### src/rtl/reorder_buffer.sv
// Reorder buffer: allocates destination tags at issue, captures ALU/memory
// result broadcasts, retires completed entries in program order and answers
// operand tag lookups for the reservation station.
//
// Ports:
//   clk, rst                 clock, synchronous active-high reset
//   flush                    synchronous clear of all entries
//   issue_op, issue_rd       instruction being issued (op 5'b11111 = none)
//   issue_tag                tag the next accepted issue receives
//   rob_full                 registered; issue is ignored while high
//   alu_des_in/alu_data      ALU result broadcast (tag 0 = idle)
//   memory_des_in/_data      memory result broadcast (tag 0 = idle)
//   lookupN_tag/_ready/_value  combinational operand queries (N = 1, 2)
//   commit_valid/_tag/_rd/_value  registered in-order retirement
module reorder_buffer #(
  parameter int unsigned TAG_W = 3,
  parameter int unsigned DEPTH = 7
) (
  input  logic             clk,
  input  logic             rst,
  input  logic             flush,
  input  logic [4:0]       issue_op,
  input  logic [4:0]       issue_rd,
  output logic [TAG_W-1:0] issue_tag,
  output logic             rob_full,
  input  logic [TAG_W-1:0] alu_des_in,
  input  logic [31:0]      alu_data,
  input  logic [TAG_W-1:0] memory_des_in,
  input  logic [31:0]      memory_data,
  input  logic [TAG_W-1:0] lookup1_tag,
  output logic             lookup1_ready,
  output logic [31:0]      lookup1_value,
  input  logic [TAG_W-1:0] lookup2_tag,
  output logic             lookup2_ready,
  output logic [31:0]      lookup2_value,
  output logic             commit_valid,
  output logic [TAG_W-1:0] commit_tag,
  output logic [4:0]       commit_rd,
  output logic [31:0]      commit_value
);

  localparam int unsigned NENT   = 2 ** TAG_W;  // slot 0 exists but is never used
  localparam int unsigned DATA_W = 32;
  localparam logic [4:0]  OP_NONE = 5'b11111;

  logic [NENT-1:0]   valid_q, valid_d, ready_q, ready_d;
  logic [4:0]        op_q    [NENT];
  logic [4:0]        op_d    [NENT];
  logic [4:0]        rd_q    [NENT];
  logic [4:0]        rd_d    [NENT];
  logic [DATA_W-1:0] value_q [NENT];
  logic [DATA_W-1:0] value_d [NENT];
  logic [TAG_W-1:0]  head_q, head_d, tail_q, tail_d, count_q, count_d;
  logic              rob_full_q, rob_full_d;
  logic              commit_valid_q, commit_valid_d;
  logic [TAG_W-1:0]  commit_tag_q, commit_tag_d;
  logic [4:0]        commit_rd_q, commit_rd_d;
  logic [DATA_W-1:0] commit_value_q, commit_value_d;
  logic              issue_fire, commit_fire;

  // Pointers live in 1..DEPTH; tag 0 means "no tag".
  function automatic logic [TAG_W-1:0] ptr_inc(input logic [TAG_W-1:0] p);
    return (p == TAG_W'(DEPTH)) ? TAG_W'(1) : p + TAG_W'(1);
  endfunction

  // Stores and branches write no architectural register.
  function automatic logic no_dest(input logic [4:0] op);
    case (op)
      5'b10111, 5'b11000, 5'b11001,
      5'b01010, 5'b01011, 5'b01100, 5'b01101, 5'b11010, 5'b11011: return 1'b1;
      default: return 1'b0;
    endcase
  endfunction

  // Lookup result {ready, value}: stored value, else a same-cycle broadcast.
  function automatic logic [DATA_W:0] lookup(input logic [TAG_W-1:0] tag);
    if (tag == '0 || !valid_q[tag]) return '0;
    if (ready_q[tag])               return {1'b1, value_q[tag]};
    if (alu_des_in == tag)          return {1'b1, alu_data};
    if (memory_des_in == tag)       return {1'b1, memory_data};
    return '0;
  endfunction

  // Next-state: capture, commit, issue, then flush overrides everything.
  always_comb begin
    valid_d        = valid_q;
    ready_d        = ready_q;
    op_d           = op_q;
    rd_d           = rd_q;
    value_d        = value_q;
    head_d         = head_q;
    tail_d         = tail_q;
    count_d        = count_q;
    commit_valid_d = 1'b0;
    commit_tag_d   = commit_tag_q;
    commit_rd_d    = commit_rd_q;
    commit_value_d = commit_value_q;

    issue_fire  = (issue_op != OP_NONE) && !rob_full_q;
    commit_fire = (count_q != '0) && ready_q[head_q];

    // Only entries valid before this edge can capture; ALU applied last wins.
    for (int unsigned i = 1; i < NENT; i++) begin
      if (valid_q[TAG_W'(i)] && !ready_q[TAG_W'(i)]) begin
        if (memory_des_in == TAG_W'(i)) begin
          ready_d[TAG_W'(i)] = 1'b1;
          value_d[TAG_W'(i)] = memory_data;
        end
        if (alu_des_in == TAG_W'(i)) begin
          ready_d[TAG_W'(i)] = 1'b1;
          value_d[TAG_W'(i)] = alu_data;
        end
      end
    end

    if (commit_fire) begin
      commit_valid_d   = 1'b1;
      commit_tag_d     = head_q;
      commit_rd_d      = no_dest(op_q[head_q]) ? 5'd0 : rd_q[head_q];
      commit_value_d   = value_q[head_q];
      valid_d[head_q]  = 1'b0;
      ready_d[head_q]  = 1'b0;
      head_d           = ptr_inc(head_q);
    end

    if (issue_fire) begin
      valid_d[tail_q] = 1'b1;
      ready_d[tail_q] = 1'b0;
      op_d[tail_q]    = issue_op;
      rd_d[tail_q]    = issue_rd;
      tail_d          = ptr_inc(tail_q);
    end

    case ({issue_fire, commit_fire})
      2'b10:   count_d = count_q + TAG_W'(1);
      2'b01:   count_d = count_q - TAG_W'(1);
      default: count_d = count_q;
    endcase

    rob_full_d = (count_d == TAG_W'(DEPTH));

    if (flush) begin
      valid_d        = '0;
      ready_d        = '0;
      head_d         = TAG_W'(1);
      tail_d         = TAG_W'(1);
      count_d        = '0;
      rob_full_d     = 1'b0;
      commit_valid_d = 1'b0;
      commit_tag_d   = '0;
      commit_rd_d    = '0;
      commit_value_d = '0;
    end
  end

  // Control state with synchronous reset.
  always_ff @(posedge clk) begin
    if (rst) begin
      valid_q        <= '0;
      ready_q        <= '0;
      head_q         <= TAG_W'(1);
      tail_q         <= TAG_W'(1);
      count_q        <= '0;
      rob_full_q     <= 1'b0;
      commit_valid_q <= 1'b0;
      commit_tag_q   <= '0;
      commit_rd_q    <= '0;
      commit_value_q <= '0;
    end else begin
      valid_q        <= valid_d;
      ready_q        <= ready_d;
      head_q         <= head_d;
      tail_q         <= tail_d;
      count_q        <= count_d;
      rob_full_q     <= rob_full_d;
      commit_valid_q <= commit_valid_d;
      commit_tag_q   <= commit_tag_d;
      commit_rd_q    <= commit_rd_d;
      commit_value_q <= commit_value_d;
    end
  end

  // Payload storage is qualified by valid/ready, so it needs no reset.
  always_ff @(posedge clk) begin
    op_q    <= op_d;
    rd_q    <= rd_d;
    value_q <= value_d;
  end

  assign issue_tag    = tail_q;
  assign rob_full     = rob_full_q;
  assign commit_valid = commit_valid_q;
  assign commit_tag   = commit_tag_q;
  assign commit_rd    = commit_rd_q;
  assign commit_value = commit_value_q;

  assign {lookup1_ready, lookup1_value} = lookup(lookup1_tag);
  assign {lookup2_ready, lookup2_value} = lookup(lookup2_tag);

endmodule

### config.mk
export PLATFORM = sky130hd
export DESIGN_NAME = reorder_buffer
export DESIGN_NICKNAME = d
export VERILOG_FILES = /design/src/rtl/reorder_buffer.sv
export SDC_FILE = /design/constraint.sdc
export NUM_CORES = 1
export LEC_CHECK = 0
export BUFFER_PORTS_ARGS = -buffer_cell sky130_fd_sc_hd__buf_4
export CAP_MARGIN = 10
export CORE_MARGIN = 5
export CORE_UTILIZATION = 48
export CTS_CLUSTER_DIAMETER = 100
export DETAILED_ROUTE_END_ITERATION = 10
export PLACE_DENSITY = 0.66
export RECOVER_POWER = 50
export SYNTH_ARGS = -nofsm -noshare
export SYNTH_HDL_FRONTEND = slang
export SYNTH_SLANG_ARGS = --single-unit
### constraint.sdc
create_clock -name clk -period 4.5 [get_ports clk]
set_input_delay 0.9 -clock clk [delete_from_list [all_inputs] [get_ports clk]]
set_output_delay 0.9 -clock clk [all_outputs]
set_load 0.005 [all_outputs]
== After elaboration in Yosys (flattened, before gate mapping) ==
Memory sizes are Yosys's and may differ from the RTL's.
Index checks and enable logic that the tools add are counted.
Cells by class
  multiplexer cells: 114
  reductions and logical operators: 42
  order comparisons: 11
  eq/ne operators: 24
  add/sub/neg operators: 4
  bitwise logic cells: 10
Operators with widths (number)
  2-to-1 mux 32 bit: 20
  2-to-1 mux 33 bit: 16
  binary-select mux 32 bit (select 3 bit): 3
  bitwise mux 40 bit: 2
  2-to-1 mux 1 bit: 50
  == test 3 bit, second input constant: 11
  2-to-1 mux 8 bit: 4
  binary-select mux 5 bit (select 3 bit): 2
  2-to-1 mux 5 bit: 6
  AND 8 bit: 3
  >= comparator 4 bit, second input constant: 4
  < comparator 3 x 4 -> 1 bit, second input constant: 4
  inverter 3 -> 4 bit: 4
  inverter 8 bit: 2
  binary-select mux 1 bit (select 3 bit): 5
  demux 5 bit (select 3 bit): 1
  AND reduction 2 bit: 7
  nonzero test 2 bit: 7
  == test 3 x 2 -> 1 bit, second input constant: 4
  == test 3 bit: 4
  logical AND 1 bit: 12
  logical NOT 1 bit: 10
  adder 3 x 1 -> 3 bit, second input constant: 3
  bitwise OR 8 bit: 1
  other kinds (14): 20
Word-level totals
  output and inout bits: 111
  bits in registers: 371
  word-level logic and storage cells: 239
  ROM bits: 32
  memories: 1
  input bits: 89
Memory list
  (name not given): depth 32, width 1, rd ports 1, clocked after memory_dff 0, wr ports 0, line 68  | case (op)

== Logic depth before layout (Yosys ltp) ==
  depth in word-level cells: 15
  mapped depth: 15
  depth with buffers taken out: 11

== Worst setup path after synthesis ==
No wires, ideal clock.
  path type: in2reg
  start point: in alu_des_in[2]
  end point: reg value_q[100] in the netlist's numbering, enable pin
  buffers on the path: 1
  stages on the path: 4
  library setup time: 421 ps
  data arrival time: 3179 ps
  required time: 4079 ps
  path slack: 900 ps
  cells stage by stage: clkbuf_1 -> nor3b_1 -> o21ai_0 -> nor2_1
Between the ends
  longest elaborated chain between the ends: 3
RTL lines
  start: declaration: line 26  | input logic [TAG_W-1:0] alu_des_in,
  == test 3 bit: line 109  | if (alu_des_in == TAG_W'(i)) begin
  nonzero test 2 bit (no source line)
  AND reduction 2 bit (no source line)
  end signal: assignment: line 187  | value_q <= value_d;
  end: declaration: line 51  | logic [DATA_W-1:0] value_q [NENT];
Every way passes these cells.
A chain may end at the register's enable or synchronous reset.

== Worst setup path after layout ==
  start point: in lookup2_tag[2]
  end point: out lookup2_value[21]
Between the ends
  longest elaborated chain between the ends: 11
  elaborated cells between the ends (all ways): 30
  classes of those cells: eq/ne: 2; mux: 24; bitwise: 1; reduce/logical: 3
RTL lines
  start: declaration: line 33  | input logic [TAG_W-1:0] lookup2_tag,
  inverter 3 -> 4 bit (not written as such): line 78  | if (ready_q[tag]) return {1'b1, value_q[tag]};
  binary-select mux 32 bit (select 3 bit): line 78
  2-to-1 mux 32 bit (not written as such) (2 in a row): line 78
  2-to-1 mux 33 bit: line 78
  2-to-1 mux 33 bit: line 79  | if (alu_des_in == tag) return {1'b1, alu_data};
  2-to-1 mux 33 bit: line 80  | if (memory_des_in == tag) return {1'b1, memory_data};
  2-to-1 mux 33 bit: line 81  | return '0;
  2-to-1 mux 33 bit: line 80
  2-to-1 mux 33 bit: line 79
  2-to-1 mux 33 bit *: line 78
  end: declaration: line 35  | output logic [31:0] lookup2_value,
Every way passes the cells marked *; elsewhere a longest branch is shown, timed or not. The select of a mux whose other input is x is not followed.

==> flow_metrics.env <==
export IMPL_cts_sinks=370
export IMPL_power_density_nw_per_um2=311
export IMPL_synth_top_family_by_area="multiplexers"
export IMPL_htreeDepth=2
export IMPL_rows=78
export IMPL_grt_antenna_before_repair=7
export IMPL_netlist_instances=1661
export IMPL_yosys_cell_types_count=51
export IMPL_first_pass_iters=6
export IMPL_ys_warn_count=0
export IMPL_hold_buffers=0
export IMPL_cts_made_buffers=40
export IMPL_detail_route_antenna_nets=0
export IMPL_crit_reg2reg_capture="rob_full$_SDFF_PP0_"
export IMPL_fmax_mhz=248
export IMPL_track_usage=0.278
export IMPL_core_area_sq_um=45600
export IMPL_drtIter0Drc=1792
export IMPL_critPathKind="in2out"
export IMPL_final_cell_mix="mux2_2, edfxtp_1, buf_4, mux4_2, nor2_1"
export IMPL_gp_congestion=0.854
export IMPL_r2r_slack_ps=1310
export IMPL_critPathRequiredTime_ps=3600
export IMPL_whs_endpoint="commit_value[21]$_SDFFE_PP0N_"
export IMPL_synthFlopType="edfxtp_1"
export IMPL_min_path_type="reg2reg"
export IMPL_yosys_top_cells_area="edfxtp_1, mux2_2, mux4_2"
export IMPL_start_util=0.487
export IMPL_slew_headroom=-1.11
export IMPL_cts_tree="done"
export IMPL_fin_nets=1899
export IMPL_tightest_slew_ps=3170
export IMPL_synth_xor_area_frac=0.00592
export IMPL_period_share=0.898
export IMPL_hpwl_um=43600
export IMPL_synthSimpleGateAreaFrac=0.0587
export IMPL_totalPowerFinal_mw=7.95
export IMPL_synth_seq_cells=370
export IMPL_drc_errors=0
export IMPL_syn2layout_area_growth_pct=15.3
export IMPL_die_w_um=225
export IMPL_ys_async_sr_fraction=0
export IMPL_rsz0062_at_grt="no"
export IMPL_multi_input_area_sq_um=11100
export IMPL_routed_via_density=6.72
export IMPL_avgSynthCellArea_sq_um=13.4
export IMPL_clkLatencyLatePin_ps=570
export IMPL_ys_seq_area_frac=0.471
export IMPL_synth_top_cell_area_share=0.412
export IMPL_syn_num_nets=1756
export IMPL_wire_per_inst_um=29.6
export IMPL_period_minus_slack_ps=4040
export IMPL_die_h_um=225
export IMPL_tns_ps=0
export IMPL_cp_arrival_ps=3140
export IMPL_post_cts_resized=0
export IMPL_setup_viol=0
export IMPL_drv_slew=262
export IMPL_yosys_area_share_adder=0.00372
export IMPL_finalWirelength_um=72300
export IMPL_drive_gt1_frac=0.423
export IMPL_utilization=0.561
export IMPL_endpoint_kind="output pin"
export IMPL_post_cts_buffers=0
export IMPL_drv_cap=9
export IMPL_vias=16400
export IMPL_synthMuxAreaShare=0.331
export IMPL_reg2reg_depth=11
export IMPL_min_path_cells=2
export IMPL_clkTransAtPathRegs_ps=60
export IMPL_cp_start_kind="primary input"
export IMPL_hp_start="commit_value[21]$_SDFFE_PP0N_"
export IMPL_fin_hold_ws_ps=453
export IMPL_dieArea_sq_um=50600
export IMPL_violations="max-capacitance violations, max-slew violations"
export IMPL_numPortBuffers=199
export IMPL_grt_start_max_net_pins=75
export IMPL_finalHoldViolCount=0
export IMPL_power_leakage_nw=8.82
export IMPL_clk_path_buf_depth=3
export IMPL_grt_overflow=0
export IMPL_vdd_drop_max_v=0.000244
export IMPL_final_common_cell="mux2_2"
export IMPL_synth_area_leader_cell="edfxtp_1"
export IMPL_clockRootBuffer="clkbuf_16"
export IMPL_synth_compound_area_frac=0.0968
export IMPL_grt_pass1_wl_um=107000
export IMPL_synth_edff_count=304
export IMPL_clock_skew_ps=12.6
export IMPL_fillers=3778
export IMPL_regArea_sq_um=10500
export IMPL_synth_area_sq_um=22200
export IMPL_status="finished, violations left"
export IMPL_crit_fanout=26
export IMPL_io_pins=200
export IMPL_grt_pass1_vias=16600
export IMPL_r2r_start="head_q[1]$_SDFFE_PP0N_"
-- sequential cells by signal (all words and copies together), names as in the netlist --
register      cells
commit_rd         5
commit_tag        3
commit_valid      1
commit_value     32
count_q           3
head_q            3
issue_tag         3
op_q             40
rd_q             40
ready_q           8
rob_full          1
valid_q           7
value_q         224
-- cells in the mapped netlist, types with 3 or more instances --
cell	count
nand2_1	70
nor2_1	81
mux4_1	11
nor3b_1	7
dfxtp_1	66
a2111oi_0	3
mux4_2	113
o31ai_1	5
buf_1	20
inv_1	9
o211ai_1	32
and3_1	4
mux2_2	357
clkbuf_1	85
a211oi_1	63
xnor2_1	7
o21ai_0	12
nor4_1	5
mux2i_1	46
nand3b_1	7
nor2b_1	37
a21oi_1	77
a221oi_1	32
ha_1	5
nand3_1	11
xor2_1	8
a22oi_1	33
nor3_1	41
a31oi_1	3
buf_2	51
a221o_1	32
edfxtp_1	304
-- power breakdown --
part	internal (mW)	total (mW)	switching (mW)
Sequential	3.75	3.77	0.0183
Clock	1.92	3.30	1.38
Combinational	0.412	0.880	0.468
Total	6.08	7.95	1.87
-- critical path: stages --
cell,delay (ps)
buf_4,410
nor2b_4,290
buf_4,340
a22oi_1,150
nor2_1,140
a211oi_1,60
a211oi_1,590
buf_4,230
-- final cells by class --
class                      count  share of cell area
multi-input combinational   1121               0.433
sequential                   370               0.409
timing repair buffer         260              0.0760
clock buffer                  48              0.0416
tap                          600              0.0294
clock inverter                26             0.00906
inverter                      11             0.00162
antenna                        4            0.000392
-- cell families after synthesis --
logic type | Yosys count
fa+ha+maj | 6
flops | 370
buf+inv | 170
mux | 528
xor+xnor | 15
compound gates | 299
simple gates | 273
-- per-layer routing --
| metal | vias up | routed length, um | track usage |
|---|---|---|---|
| li1 | 6985 | - | - |
| met1 | 8250 | 28100 | 0.373 |
| met2 | 975 | 34000 | 0.439 |
| met3 | 177 | 7290 | 0.0658 |
| met4 | 6 | 2850 | 0.114 |
| met5 | - | 48 | 0 |
-- stage by stage --
stage          setup WS [ps]  cell area, sq um  cells
2_1_floorplan            900             22200   1661
3_3_place_gp             531             24400   2362
3_5_place_dp             516             24400   2362
4_1_cts                  513             25700   2436
5_1_grt                  365             25600   2440
6_report                 460             25600   2440
-- how the worst max path moves through the flow --
stage                   start                      to  slack, ps  cells past startpoint
6_report       lookup2_tag[2]       lookup2_value[21]        460                      8
5_1_grt        lookup1_tag[0]       lookup1_value[16]        360                      9
4_1_cts        lookup1_tag[0]       lookup1_value[16]        510                      9
3_5_place_dp   lookup1_tag[0]       lookup1_value[16]        520                      9
3_3_place_gp   lookup1_tag[0]       lookup1_value[19]        530                      9
2_1_floorplan   alu_des_in[2]  value_q[100]$_DFFE_PP_        900                      4
Power figures use the tool's default switching activity.
